<file path="src/rtl/dmem_pkg.sv">
// dmem_pkg: shared definitions for the data memory with clear sweep.
//   - state_e   : clear sequencer states (CLEAR, IDLE)
//   - ptr_width : width of the sweep pointer for a given depth (clog2, min 1)
//   - DEF_*     : default geometry of the memory
package dmem_pkg;

  localparam int DEF_DATA_W = 8;
  localparam int DEF_ADDR_W = 8;
  localparam int DEF_DEPTH  = 256;

  typedef enum logic {
    CLEAR = 1'b0,
    IDLE  = 1'b1
  } state_e;

  // A one-word memory still needs a 1-bit pointer, so clamp at 1.
  function automatic int ptr_width(input int depth);
    return (depth <= 2) ? 1 : $clog2(depth);
  endfunction

endpackage

</file>
<file path="src/rtl/dmem_clear_ctrl.sv">
// dmem_clear_ctrl: clear sequencer for data_mem_sweep.
// Walks a pointer from 0 to DEPTH-1, requesting a zero write per cycle,
// after reset or when clr is seen in IDLE.
// Ports:
//   clk, rst     : clock, synchronous active-high reset
//   clr          : start a sweep (only honoured in IDLE)
//   busy         : high while sweeping (registered)
//   sweep_we     : write a zero to sweep_addr this cycle
//   sweep_addr   : word currently being cleared
//   state_o      : current FSM state (debug visibility)
module dmem_clear_ctrl
  import dmem_pkg::*;
#(
  parameter int DEPTH = DEF_DEPTH,
  localparam int PTR_W = ptr_width(DEPTH)
) (
  input  logic             clk,
  input  logic             rst,
  input  logic             clr,
  output logic             busy,
  output logic             sweep_we,
  output logic [PTR_W-1:0] sweep_addr,
  output logic             state_o
);

  localparam logic [PTR_W-1:0] LAST = PTR_W'(DEPTH - 1);

  state_e           state_q, state_d;
  logic [PTR_W-1:0] ptr_q, ptr_d;
  logic             busy_q, busy_d;

  // State register
  always_ff @(posedge clk) begin
    if (rst) begin
      state_q <= CLEAR;
      ptr_q   <= '0;
      busy_q  <= 1'b1;
    end else begin
      state_q <= state_d;
      ptr_q   <= ptr_d;
      busy_q  <= busy_d;
    end
  end

  // Next-state logic
  always_comb begin
    state_d = state_q;
    ptr_d   = ptr_q;
    busy_d  = busy_q;
    case (state_q)
      CLEAR: begin
        if (ptr_q == LAST) begin
          state_d = IDLE;
          ptr_d   = '0;
          busy_d  = 1'b0;
        end else begin
          ptr_d = ptr_q + 1'b1;
        end
      end
      IDLE: begin
        // First zero write happens on the cycle after clr is taken.
        if (clr) begin
          state_d = CLEAR;
          ptr_d   = '0;
          busy_d  = 1'b1;
        end
      end
      default: begin
        state_d = CLEAR;
        ptr_d   = '0;
        busy_d  = 1'b1;
      end
    endcase
  end

  // Outputs; no sweep writes while reset is held so memory is untouched.
  always_comb begin
    sweep_we   = (state_q == CLEAR) && !rst;
    sweep_addr = ptr_q;
    busy       = busy_q;
    state_o    = state_q;
  end

endmodule

</file>
<file path="src/rtl/data_mem_sweep.sv">
// data_mem_sweep: single-port data memory with registered read, read-valid
// strobe and a multi-cycle hardware clear sweep (storage has no reset so it
// can map to block RAM).
// Ports:
//   clk, rst  : clock, synchronous active-high reset
//   clr       : request a full clear sweep (sampled only when not busy)
//   we, re    : write / read enable
//   A, WD     : word address, write data
//   RD        : registered read data (1-cycle latency, holds when idle)
//   rd_valid  : one-cycle strobe, RD valid this cycle
//   busy      : clear sweep running; user accesses are ignored
// Handshake: an access is accepted on any edge where busy=0 and clr=0;
// a read accepted at edge N shows RD/rd_valid after edge N.
module data_mem_sweep
  import dmem_pkg::*;
#(
  parameter int DATA_W = DEF_DATA_W,
  parameter int ADDR_W = DEF_ADDR_W,
  parameter int DEPTH  = DEF_DEPTH,
  localparam int PTR_W = ptr_width(DEPTH)
) (
  input  logic              clk,
  input  logic              rst,
  input  logic              clr,
  input  logic              we,
  input  logic              re,
  input  logic [ADDR_W-1:0] A,
  input  logic [DATA_W-1:0] WD,
  output logic [DATA_W-1:0] RD,
  output logic              rd_valid,
  output logic              busy
);

  logic [DATA_W-1:0] mem [DEPTH];

  logic             sweep_we;
  logic [PTR_W-1:0] sweep_addr;
  logic             ctrl_state;

  logic              in_range, accept, user_we, mem_we;
  logic [PTR_W-1:0]  a_idx, mem_addr;
  logic [DATA_W-1:0] mem_wd;
  logic [DATA_W-1:0] rd_q, rd_d;
  logic              rd_valid_q, rd_valid_d;

  dmem_clear_ctrl #(.DEPTH(DEPTH)) u_clear_ctrl (
    .clk        (clk),
    .rst        (rst),
    .clr        (clr),
    .busy       (busy),
    .sweep_we   (sweep_we),
    .sweep_addr (sweep_addr),
    .state_o    (ctrl_state)
  );

  always_comb begin
    // Unsigned 32-bit compare so DEPTH == 2**ADDR_W does not truncate.
    in_range = 32'(A) < 32'(DEPTH);
    a_idx    = A[PTR_W-1:0];
    // clr has priority over a same-cycle access.
    accept   = !busy && !clr;
    user_we  = accept && we && in_range && !rst;
    mem_we   = sweep_we || user_we;
    mem_addr = sweep_we ? sweep_addr : a_idx;
    mem_wd   = sweep_we ? '0 : WD;

    rd_valid_d = accept && re;
    rd_d       = rd_q;
    if (rd_valid_d) begin
      if (!in_range)  rd_d = '0;
      else if (we)    rd_d = WD;          // write-first bypass
      else            rd_d = mem[a_idx];
    end
  end

  always_ff @(posedge clk) begin
    if (mem_we) mem[mem_addr] <= mem_wd;
  end

  always_ff @(posedge clk) begin
    if (rst) begin
      rd_q       <= '0;
      rd_valid_q <= 1'b0;
    end else begin
      rd_q       <= rd_d;
      rd_valid_q <= rd_valid_d;
    end
  end

  assign RD       = rd_q;
  assign rd_valid = rd_valid_q;

endmodule

</file>
<file path="config.mk">
export PLATFORM = sky130hd
export DESIGN_NAME = data_mem_sweep
export DESIGN_NICKNAME = d
export VERILOG_FILES = /design/src/rtl/dmem_pkg.sv /design/src/rtl/dmem_clear_ctrl.sv /design/src/rtl/data_mem_sweep.sv
export SDC_FILE = /design/constraint.sdc
export NUM_CORES = 2
export LEC_CHECK = 0
export ABC_AREA = 1
export BUFFER_PORTS_ARGS = -buffer_cell sky130_fd_sc_hd__buf_2
export CAP_MARGIN = 40
export CORE_MARGIN = 2
export CORE_UTILIZATION = 40
export CTS_CLUSTER_DIAMETER = 40
export CTS_CLUSTER_SIZE = 14
export DETAILED_ROUTE_END_ITERATION = 8
export SLEW_MARGIN = 5
export SYNTH_ARGS = -nofsm -noshare
export SYNTH_HDL_FRONTEND = slang
export SYNTH_HIERARCHICAL = 1
export SYNTH_SLANG_ARGS = --single-unit
</file>
<file path="constraint.sdc">
create_clock -name clk -period 18.7 [get_ports clk]
set_input_delay 0.935 -clock clk [delete_from_list [all_inputs] [get_ports clk]]
set_output_delay 0.935 -clock clk [all_outputs]
set_load 0.1 [all_outputs]
</file>
Word-level counts from Yosys, hierarchy flattened

Memory sizes are Yosys's and may differ from the RTL's.
Index checks and enable logic that the tools add are counted.

Register bits: 19
Bits in latches: 0
Bits in writable memories: 2048
Memory bits (read-only): 0
Bits of input ports: 21
Logic and storage cells: 35
Memories kept: 1

Memories:

| name | words | bits a word | rd ports | clocked after memory_dff | write ports | RTL line             | text |
|---|---|---|---|---|---|---|---|
| mem  | 256   | 8           | 1        | 0                        | 1           | data_mem_sweep.sv:34 | `logic [DATA_W-1:0] mem [DEPTH];` |

Add/subtract/negate cells: 1
Multiply operators: 0
Divide/modulo/power cells: 0
Order comparisons: 0
Equality and inequality tests: 3
Shift-type cells: 0
Mux-type cells: 14
Bitwise logic cells: 1
Reductions and logical operators: 10

Operators with widths:

| operator                                               | number |
|---|---|
| 2-to-1 mux 8 bit                                       | 5 |
| one-hot mux 8 bit (2 select lines)                     | 1 |
| adder 8 x 1 -> 8 bit (second input constant)           | 1 |
| == test 8 bit (second input constant)                  | 1 |
| 2-to-1 mux 1 bit                                       | 6 |
| logical AND 1 bit                                      | 5 |
| one-hot mux 1 bit (2 select lines)                     | 2 |
| zero test 1 bit                                        | 3 |
| inequality test 2 x 1 -> 1 bit (second input constant) | 1 |
| inequality test 2 bit (second input constant)          | 1 |
| AND reduction 2 bit                                    | 1 |
| logical OR 1 bit                                       | 1 |
| NOT 1 bit                                              | 1 |

Logic depth before layout (Yosys ltp)

Depth after elaboration: 7
Depth in mapped cells: 17
Gate-level depth less buffers: 13

Modules after synthesis

Netlist, hierarchy kept.

By module, submodules not included:

| module          | instances | cells each | area an instance (µm²) |
|---|---|---|---|
| data_mem_sweep  | 1         | 7082       | 83690.3 |
| dmem_clear_ctrl | 1         | 75         | 525.5 |

Worst setup path after synthesis

No wires, ideal clock.

Path kind: input-to-reg
Start point: input rst
End point: memory mem[0][0] in the netlist's numbering (data pin)
Arrival time: 7230 ps
Required time: 17291 ps
Setup slack: 10061 ps
Stages: 4
Cell sequence: nor2_1 buf_2 buf_2 nor2_1

Word-level cells in the longest chain between the ends: 3

RTL lines:

| what                | RTL line              | text |
|---|---|---|
| from (decl)         | data_mem_sweep.sv:23  | `input logic rst,` |
| zero test 1 bit     | dmem_clear_ctrl.sv:78 | `sweep_we = (state_q == CLEAR) && !rst;` |
| logical AND 1 bit   | dmem_clear_ctrl.sv:78 |  |
| 2-to-1 mux 8 bit    | data_mem_sweep.sv:65  | `mem_wd = sweep_we ? '0 : WD;` |
| named net mem_wd[0] | data_mem_sweep.sv:42  | `logic [DATA_W-1:0] mem_wd;` |
| to (decl)           | data_mem_sweep.sv:34  |  |

The timed path passes the listed nets, and every way through them passes these cells.

Final worst setup path

Start point: input A[0]
End point: register rd_q[7], in the netlist RD[7]

Word-level cells in the longest chain between the ends: 2

RTL lines:

| what                 | RTL line             | text |
|---|---|---|
| from (decl)          | data_mem_sweep.sv:27 | `input logic [ADDR_W-1:0] A,` |
| memory (256 x 8 bit) | -                    |  |
| 2-to-1 mux 8 bit     | data_mem_sweep.sv:71 | `else if (we) rd_d = WD;` |
| to (signal assigned) | data_mem_sweep.sv:85 | `rd_q <= rd_d;` |
| to (decl)            | data_mem_sweep.sv:43 | `logic [DATA_W-1:0] rd_q, rd_d;` |

No other way between the ends.
A chain may end at the register's enable or synchronous reset.

==> run_results.csv <==
group,metric,value,unit
outcome,status,"finished, final reports clean",
worst_setup_path,worstSetupPathType,"input pin to register",
yosys,synth_area_leaders,"edfxtp_1, nand3_1, nand2_1",
global_routing,overflow,0,
route,drt_wl_total,241000,um
sta,skew,0.0662,ns
pwr,powerDensity,115,nW/um2
route,drc,0,
finish,final_nets,7182,
sta,final.setup.tns,0,ns
yosys,netlist_area,84200,um2
clock_tree,clkTransAtPathRegs,0.06,ns
yosys,synthFlopType,"edfxtp_1",
sta,fmax,0.204,GHz
global_routing,grt_antenna_before_repair,6,
sta,timing.slew.headroom,19.0,%
yosys,synth.distinct_cells,30,
yosys,yosys.area.top_type,"edfxtp_1",
clock_tree,cts_buffer_depth,4,
yosys,syn_inst,7157,
sta,slew_viol_final,0,
sta,finalCriticalPeriod,4.90,ns
yosys,synth_most_common_cell,"nand2_1",
die,fp.dieH,463,um
hold_path,min_to,"RD[3]$_SDFFE_PP0P_",
sta,hold_viol_final,0,
clock_tree,cts_resized,0,
placed_design,gp_congestion,0.857,
worst_setup_path,worstPathRequired,19.53,ns
die,die-width,463,um
die,core,209000,um2
sta,tightest_slew,1.22,ns
placed_design,port_buffers,30,
route,drtIter0Drc,7151,
global_routing,grt_use_total,22.0,%
route,drtPass1Iterations,6,
placed_design,pre_cts_ws,12.95,ns
worst_setup_path,r2r_start,"u_clear_ctrl/state_o$_SDFF_PP0_",
route,final_antenna_net_count,0,
pwr,ir_drop,105,uV
clock_tree,htree_levels,5,
placed_design,dp_cells,9663,
finish,fin_cells,10200,
finish,utilization,46.4,%
worst_setup_path,start_kind,"input pin",
yosys,syn_nets,7179,
sta,finalSetupViolCount,0,
route,post_drt_wl_per_cell,23.6,um
placed_design,dp_hpwl,138000,um
yosys,ys_seq_area_share,73.5,%
yosys,synth_seq_cells,2067,
worst_setup_path,worst_r2r_endpoint,"mem[214][2]$_DFFE_PP_",
clock_tree,cts_setup_buffers,0,
global_routing,grt_max_degree,224,
clock_tree,clk_latency,0.92,ns
worst_setup_path,reg2regPathDepth,11,
yosys,synth_common_cells,"nand2_1, edfxtp_1, nand3_1, nor2_1, buf_2",
worst_setup_path,ff2ff_setup_slack,14.76,ns
clock_tree,cts_num_sinks,2067,
die,row_count,168,
die,initial_core_util,40.2,%
worst_setup_path,worstPathMaxFanout,155,
global_routing,grt_pass1_vias,53500,
sta,setup_ws,13.80,ns
route,viasPerCell,5.53,
clock_tree,root_buffer,"clkbuf_16",
worst_setup_path,crit_path_end_kind,"register",
pwr,leakagePower,34.0,nW
finish,drive_gt1_share,9.38,%
hold_path,hp-class,"register to register",
hold_path,worst_hold_path.num_cells,2,
route,vias,56400,
hold_path,worstHoldStart,"RD[3]$_SDFFE_PP0P_",
yosys,postSynthAreaPerCell,11.8,um2
clock_tree,holdBufCountCts,0,
flow_run,cap_violations,0,
yosys,synth_top_area_share,73.0,%
worst_setup_path,arrival,5.73,ns
finish,synthToLayoutAreaGrowth,15.4,%
sta,fin_crit_sh,26.2,%
global_routing,grt_pass1_wl,356000,um
sta,whs,0.519,ns
sta,rsz0062_at_grt,"no",
die,num_io_pins,31,
clock_tree,cts_tree,"done",
yosys,synth_edf_count,2048,
die,dieArea,214000,um2
yosys,async_flop_share,0,%
clock_tree,cts_inserted_buffers,295,
yosys,yosysWarnings,6,
==> flip-flops by register name (all words and copies together), names as in the netlist <==
signal / cells
u_clear_ctrl/sweep_addr: 8
mem: 2048
RD: 8
u_clear_ctrl/busy: 1
u_clear_ctrl/state_o: 1
rd_valid: 1
==> layout by cell type, fill, tap and decap left out, drive strengths merged <==
| master | n |
|---|---|
| edfxtp | 2048 |
| buf | 193 |
| a31oi | 1 |
| nand2 | 2155 |
| a21oi | 22 |
| nand3 | 2030 |
| or2 | 9 |
| o21ai | 12 |
| diode | 2 |
| nor2 | 309 |
| clkbuf | 320 |
| clkinvlp | 28 |
| a32o | 1 |
| dfxtp | 19 |
| clkinv | 86 |
| inv | 109 |
| xor2 | 1 |
| bufinv | 29 |
| nor3 | 2 |
| ha | 1 |
==> cell families after synthesis <==
group           after synthesis  synth area share, %
compound gates               36                0.239
xor+xnor                      1               0.0104
fa+ha+maj                     1               0.0149
buf+inv                     547                 3.09
flops                      2067                 73.5
simple gates               4505                 23.2
==> layout make-up <==
type                    count  area (um2)
inverters                  60         259
clock inverters           192        2070
well taps                2805        3510
repair buffers            193        2000
clock buffers             320        7630
diodes                      2        5.00
multi-input cells        4543       19800
flip-flops and latches   2067       61900
fillers                 18500      112000
==> power breakdown <==
group	switching, mW	total (mW)	internal (mW)
logic	0.466	0.603	0.137
clock network	2.10	5.48	3.39
registers	0.00230	5.11	5.10
total	2.56	11.2	8.63
==> how the worst max path moves through the flow <==
| stage | startpoint | to | slack, ns |
|---|---|---|---|
| floorplan | rst | mem[0][0]$_DFFE_PP_ | 10.06 |
| global placement | A[0] | RD[1]$_SDFFE_PP0P_ | 12.91 |
| detailed placement | A[0] | RD[0]$_SDFFE_PP0P_ | 12.95 |
| CTS | A[0] | RD[0]$_SDFFE_PP0P_ | 13.91 |
| global route | A[0] | RD[7]$_SDFFE_PP0P_ | 13.51 |
| finish | A[0] | RD[7]$_SDFFE_PP0P_ | 13.80 |
==> per-stage QoR <==
stage	cell area, um2	power [mW]
floorplan	84200	5.58
global placement	86400	5.78
detailed placement	87400	5.80
CTS	97100	11.2
global route	97200	11.5
finish	97200	11.2
==> worst max-delay path, cell delays in order <==
cell and delay, ns:
buf_8 0.44, buf_4 0.76, buf_4 0.71, buf_12 0.49, buf_4 0.66, nand2_1 0.13, nand3_1 0.12, nand3_1 0.09
nand3_1 0.19, nand3_1 0.14, nand3_1 0.14, nand3_1 0.07, nand2_1 0.13, nand2_1 0.07, nand3_1 0.11, nand2_1 0.06
a21oi_1 0.13
==> routing by layer <==
| metal | up-vias | share of wire [%] | track usage, % |
|---|---|---|---|
| met1 | 27700 | 41 | 30.5 |
| met4 | 4 | 4.3 | 9.66 |
| met5 | - | 0.0083 | 0 |
| li1 | 25400 | - | - |
| met3 | 479 | 8.4 | 3.59 |
| met2 | 2702 | 46 | 34.0 |
Power figures use the tool's default switching activity.
